<file path="src/rtl/pipelined_accumulate_engine.sv">
// -----------------------------------------------------------------------------
// pipelined_accumulate_engine
//
// Walks an external, combinationally read memory from word 0 to LENGTH-1.
// Each word passes through a DEPTH-stage valid-tagged pipeline into a
// WIDTH-bit accumulator that adds or subtracts, depending on the mode latched
// at start. A sticky flag records any signed overflow during the run.
// A global enable freezes every register, including the FSM.
//
// Ports
//   clk     in   rising-edge clock
//   reset   in   asynchronous, active-low; clears all state
//   start   in   begin a run (accepted in IDLE or DONE while enable=1)
//   mode    in   0 = add, 1 = subtract; latched when start is accepted
//   enable  in   global advance; 0 holds all state
//   addr    out  [ADDR_W] memory word index
//   data    in   [WIDTH]  memory read data for addr, same cycle
//   out     out  [WIDTH]  accumulator value
//   busy    out  high in RUN or DRAIN
//   done    out  high in DONE
//   ovf     out  sticky signed overflow for the current run
// -----------------------------------------------------------------------------
module pipelined_accumulate_engine #(
   parameter int WIDTH  = 32,
   parameter int ADDR_W = 30,
   parameter int DEPTH  = 1,
   parameter int LENGTH = 16
) (
   input  logic              clk,
   input  logic              reset,
   input  logic              start,
   input  logic              mode,
   input  logic              enable,
   output logic [ADDR_W-1:0] addr,
   input  logic [WIDTH-1:0]  data,
   output logic [WIDTH-1:0]  out,
   output logic              busy,
   output logic              done,
   output logic              ovf
);

   typedef enum logic [1:0] {
      S_IDLE  = 2'd0,
      S_RUN   = 2'd1,
      S_DRAIN = 2'd2,
      S_DONE  = 2'd3
   } state_t;

   localparam logic [ADDR_W-1:0] LAST_IDX = ADDR_W'(LENGTH - 1);

   state_t             r_state;
   state_t             w_state_nxt;
   logic [ADDR_W-1:0]  r_idx;
   logic [WIDTH-1:0]   r_acc;
   logic               r_ovf;
   logic               r_mode;
   logic [WIDTH-1:0]   r_pipe_d [DEPTH];
   logic [DEPTH-1:0]   r_pipe_v;

   logic               w_start_ok;
   logic               w_tail_clear;
   logic [WIDTH-1:0]   w_d;
   logic [WIDTH-1:0]   w_res;

   // Signed overflow of acc (+/-) d giving res, judged from sign bits only.
   function automatic logic f_ovf(input logic             sub,
                                  input logic [WIDTH-1:0] a,
                                  input logic [WIDTH-1:0] b,
                                  input logic [WIDTH-1:0] r);
      logic sa, sb, sr;
      sa = a[WIDTH-1];
      sb = b[WIDTH-1];
      sr = r[WIDTH-1];
      if (sub) return (sa != sb) && (sr != sa);
      else     return (sa == sb) && (sr != sa);
   endfunction

   assign w_start_ok = start && ((r_state == S_IDLE) || (r_state == S_DONE));
   assign w_d        = r_pipe_d[DEPTH-1];
   assign w_res      = r_mode ? (r_acc - w_d) : (r_acc + w_d);

   // True when no word sits ahead of the final stage. In DRAIN no new word
   // enters, so the next edge accumulates the last word and empties the pipe.
   always_comb begin
      w_tail_clear = 1'b1;
      for (int k = 0; k < DEPTH - 1; k++) begin
         if (r_pipe_v[k]) w_tail_clear = 1'b0;
      end
   end

   always_comb begin
      w_state_nxt = r_state;
      case (r_state)
         S_IDLE:  if (start) w_state_nxt = S_RUN;
         S_RUN:   if (r_idx == LAST_IDX) w_state_nxt = S_DRAIN;
         S_DRAIN: if (w_tail_clear) w_state_nxt = S_DONE;
         S_DONE:  if (start) w_state_nxt = S_RUN;
         default: w_state_nxt = S_IDLE;
      endcase
   end

   always_ff @(posedge clk or negedge reset) begin
      if (!reset) begin
         r_state  <= S_IDLE;
         r_idx    <= '0;
         r_acc    <= '0;
         r_ovf    <= 1'b0;
         r_mode   <= 1'b0;
         r_pipe_v <= '0;
         for (int k = 0; k < DEPTH; k++) r_pipe_d[k] <= '0;
      end else if (enable) begin
         r_state <= w_state_nxt;

         // Stage 1 samples memory every edge; only RUN tags it valid.
         r_pipe_d[0] <= data;
         r_pipe_v[0] <= (r_state == S_RUN);
         for (int k = 1; k < DEPTH; k++) begin
            r_pipe_d[k] <= r_pipe_d[k-1];
            r_pipe_v[k] <= r_pipe_v[k-1];
         end

         if (w_start_ok) begin
            r_idx  <= '0;
            r_acc  <= '0;
            r_ovf  <= 1'b0;
            r_mode <= mode;
         end else begin
            if ((r_state == S_RUN) && (r_idx != LAST_IDX)) r_idx <= r_idx + ADDR_W'(1);
            if (r_pipe_v[DEPTH-1]) begin
               r_acc <= w_res;
               if (f_ovf(r_mode, r_acc, w_d, w_res)) r_ovf <= 1'b1;
            end
         end
      end
   end

   assign addr = r_idx;
   assign out  = r_acc;
   assign ovf  = r_ovf;
   assign busy = (r_state == S_RUN) || (r_state == S_DRAIN);
   assign done = (r_state == S_DONE);

endmodule
</file>
<file path="config.mk">
export PLATFORM = sky130hd
export DESIGN_NAME = pipelined_accumulate_engine
export DESIGN_NICKNAME = d
export VERILOG_FILES = /design/src/rtl/pipelined_accumulate_engine.sv
export SDC_FILE = /design/constraint.sdc
export NUM_CORES = 1
export LEC_CHECK = 0
export BUFFER_PORTS_ARGS = -buffer_cell sky130_fd_sc_hd__buf_2
export CORE_UTILIZATION = 43
export DETAILED_ROUTE_END_ITERATION = 10
export PLACE_DENSITY = 0.69
export SYNTH_ARGS = -nofsm -noshare
export SYNTH_HDL_FRONTEND = slang
export SYNTH_SLANG_ARGS = --single-unit
</file>
<file path="constraint.sdc">
create_clock -name clk -period 6.5 [get_ports clk]
set_input_delay 0.325 -clock clk [delete_from_list [all_inputs] [get_ports clk]]
set_output_delay 0.325 -clock clk [all_outputs]
set_load 0.03 [all_outputs]
</file>
==> results.md <==
- Power share of the sequential group: 26.1%
- GR Overflow Total: 0
- Tcrit/Tclk final: 69.1%
- Die Height: 125 um
- Mapped Nets: 787
- VDD IR max: 165 uV
- Yosys warnings: 0
- Nets: 876
- Initial Utilization: 44.2%
- Fin. Hold Viols: 0
- Area contributors post-synth: dfrtp_1 38%, ha_1 7.0%, xnor2_1 5.3%
- Async SR Flop Fraction: 100%
- Final setup violation count: 0
- Outcome: finished clean
- Initial antenna violation count: 3
- Worst R2R Path Depth: 18
- I/O Pins: 102
- Clock power frac: 16.5%
- Pwr dens: 451 mW/mm^2
- Clk Tree Root Cell: clkbuf_16
- CP startpoint kind: flip-flop
- Main flop type after synthesis: dfrtp_1
- Critical hold path startpoint: mode
- Max-cap violations: 0
- EDFF count, synth: 0
- Post-synthesis sequential area ratio: 38.4%
- WHS Path Cells: 3
- Top cell type by total area after synthesis: dfrtp_1
- Dpl hpwl: 11.6 mm
- R2R Path End: out[29]
- Skew final: 11.8 ps
- Req. time, crit path: 6750 ps
- Routed len/inst: 15.6 um
- CP Class: flip-flop to flip-flop
- Fill cells: 1420
- DR vias: 5461
- DR pass1 iterations: 4
- CTS tree: built
- PortBufs: 101
- Switch share: 46.4%
- Cells after Synth: 713
- RSZ-0062 raised after global routing: false
- Unique masters post-synth: 60
- Maximum clock rate: 223 MHz
- Worst slew pin tran: 1060 ps
- Final Instance Area: 0.00743 sq mm
- Post-Syn Area: 0.00645 sq mm
- Critical path endpoint category: flip-flop
- Leakage: 3.57 nW
- CTS Buffer Depth: 2
- Vias/cell: 5.51
- Slew margin rel.: 29.4%
- Largest net degree at the start of global routing: 66
- Startpoint of the worst-slack reg-to-reg timing path: r_pipe_d[0]
- Most frequent cells in the layout: 100 x buf_2, 99 x dfrtp_1, 77 x nor2_1
- Area share of the largest cell type after synthesis: 38.4%
- DP Area: 0.00712 sq mm
- DRC Markers: 0
- First-pass GRT wire length: 25.8 mm
- CTS sink cnt: 99
- Commonest non-fill, non-tap cell in the layout: buf_2
- CP arrival: 4750 ps
- # Post-CTS Setup Buffers: 0
- Setup TNS: 0 ps
- Worst skew pair latency: 360 ps
- Core Region: 0.0146 sq mm
- DIE AREA: 0.0155 sq mm
- Hold/Removal Path Class: input port to flip-flop
- Tmin final: 4490 ps
- Clock slew at reported path FFs: 70 ps
- 1st-iter DRT viols: 371
- GPL Wtd Cong: 0.952
- P_sw: 1.56 mW
- Syn Area/Cell: 9.05 sq um
- Reg2Reg Setup Slack: 2010 ps
- CTS buffer count: 9
- Worst Hold End: r_mode
- Die width: 125 um
- Antenna viol nets, final: 0
- Core Rows: 44
- Flops & latches, synth: 99
- Area Overhead vs Synth: 15.2%
- Number of global-route vias before repair: 5148
- Total GRT Usage: 20.7%
- Gate power share: 57.4%
- Pint: 1.80 mW
- Routed WL: 15.5 mm
- Share of layout cells above drive strength 1: 20.5%
- Worst Path Max Fanout: 9
- Final max-slew violation count: 0
- H-tree levels: 3
-- synthesized netlist by cell type (2+ instances only) --
cell / instances
dfrtp_1: 99
nor2_1: 77
nand2_1: 73
a21oi_1: 41
xnor2_1: 39
ha_1: 36
xor2_1: 35
o21ai_0: 33
mux2_2: 30
clkbuf_1: 27
nor3_1: 21
a21o_1: 20
inv_1: 19
o21ai_1: 17
and3_1: 14
nand3_1: 13
nand4_1: 12
or3_1: 11
nand2b_1: 8
nor2b_1: 8
nor4_1: 8
o21bai_1: 7
o31ai_1: 7
o21a_1: 6
a211oi_1: 4
a31oi_1: 4
a32o_1: 4
and2_1: 3
or4_1: 3
a22o_1: 2
nor4_2: 2
or2_2: 2
-- cell families (layout without fill, tap and decap cells) --
| group | count (synthesis) | after routing | share of synthesized area [%] |
|---|---|---|---|
| simple gates | 258 | 258 | 19.0 |
| compound gates | 166 | 166 | 16.9 |
| flops | 99 | 99 | 38.4 |
| xor+xnor | 75 | 75 | 10.3 |
| buf+inv | 47 | 140 | 2.73 |
| fa+ha+maj | 37 | 37 | 7.29 |
| mux | 31 | 31 | 5.39 |
| other cells | 0 | 2 | 0 |
-- layer usage --
metal  vias up  share of wire (%)  global-route usage (%)
met5         -              0.084                       0
met3        14                6.8                    6.44
met2       135                 45                    32.0
li1       2719                  -                       -
met4         2                1.1                    5.03
met1      2591                 47                    28.3
-- worst max path at each step --
stage / startpoint / endpoint / slack [ps] / depth (start not counted)
after floorplan: r_pipe_d[0] / out[29] / 2470 / 19
after global placement: r_pipe_d[0] / out[29] / 2130 / 18
after detailed placement: r_pipe_d[0] / out[29] / 2000 / 18
after CTS: r_pipe_d[0] / out[29] / 1980 / 18
after global routing: r_pipe_d[0] / out[29] / 1600 / 18
final: r_pipe_d[0] / out[29] / 2010 / 18
-- repair_timing --
item | CTS | global route
resized for setup | 0 | 0
hold buffers | 1 | 0
hold endpoints to repair | 34 | 0
-- through the flow --
step           worst slack, ps  power, mW  hold slack (ps)  utilization (%)  cells
5_1_grt                   1600       3.62              157             50.9    990
2_1_floorplan             2470       2.37             29.4                -    713
6_report                  2010       3.36              162             51.0    992
3_3_place_gp              2130       2.78              306             48.8    974
4_1_cts                   1980       3.37              144             50.9    990
3_5_place_dp              2000       2.80              301             48.8    974
-- flip-flops by register name (all words and copies together), names as in the netlist --
register,count
out,32
r_pipe_d,32
addr,30
r_state,2
ovf,1
r_mode,1
r_pipe_v,1
-- power groups by stage --
| stage | combinational, mW | clock [mW] | sequential (mW) |
|---|---|---|---|
| 6_report | 1.93 | 0.554 | 0.877 |
| 5_1_grt | 2.12 | 0.597 | 0.895 |
| 4_1_cts | 1.92 | 0.569 | 0.877 |
| 3_5_place_dp | 1.91 | 0 | 0.888 |
| 3_3_place_gp | 1.89 | 0 | 0.888 |
| 2_1_floorplan | 1.39 | 0 | 0.982 |
-- worst max-delay path, stage by stage (launching register included) --
cell      delay (ps)
dfrtp_1          400
inv_1             80
ha_1             160
nand2b_1          70
or4_1            440
nor3_1           280
nand2b_1         150
nand2b_1         210
nor3_1           470
a21oi_1          160
xnor2_1          240
ha_1             350
a21o_1           200
a21o_1           170
a21o_1           160
a21oi_1          130
nor2b_1           70
or4_1            400
a32o_1           250
-- layout make-up --
cell class,count,area [sq um],area share (%)
multi-input cells,567,3800,51.2
flip-flops and latches,99,2480,33.3
repair buffers,106,548,7.37
well taps,184,230,3.10
clock buffers,9,225,3.03
clock inverters,6,72.6,0.976
inverters,19,71.3,0.959
diodes,2,5.00,0.0673
Power figures use the tool's default switching activity.
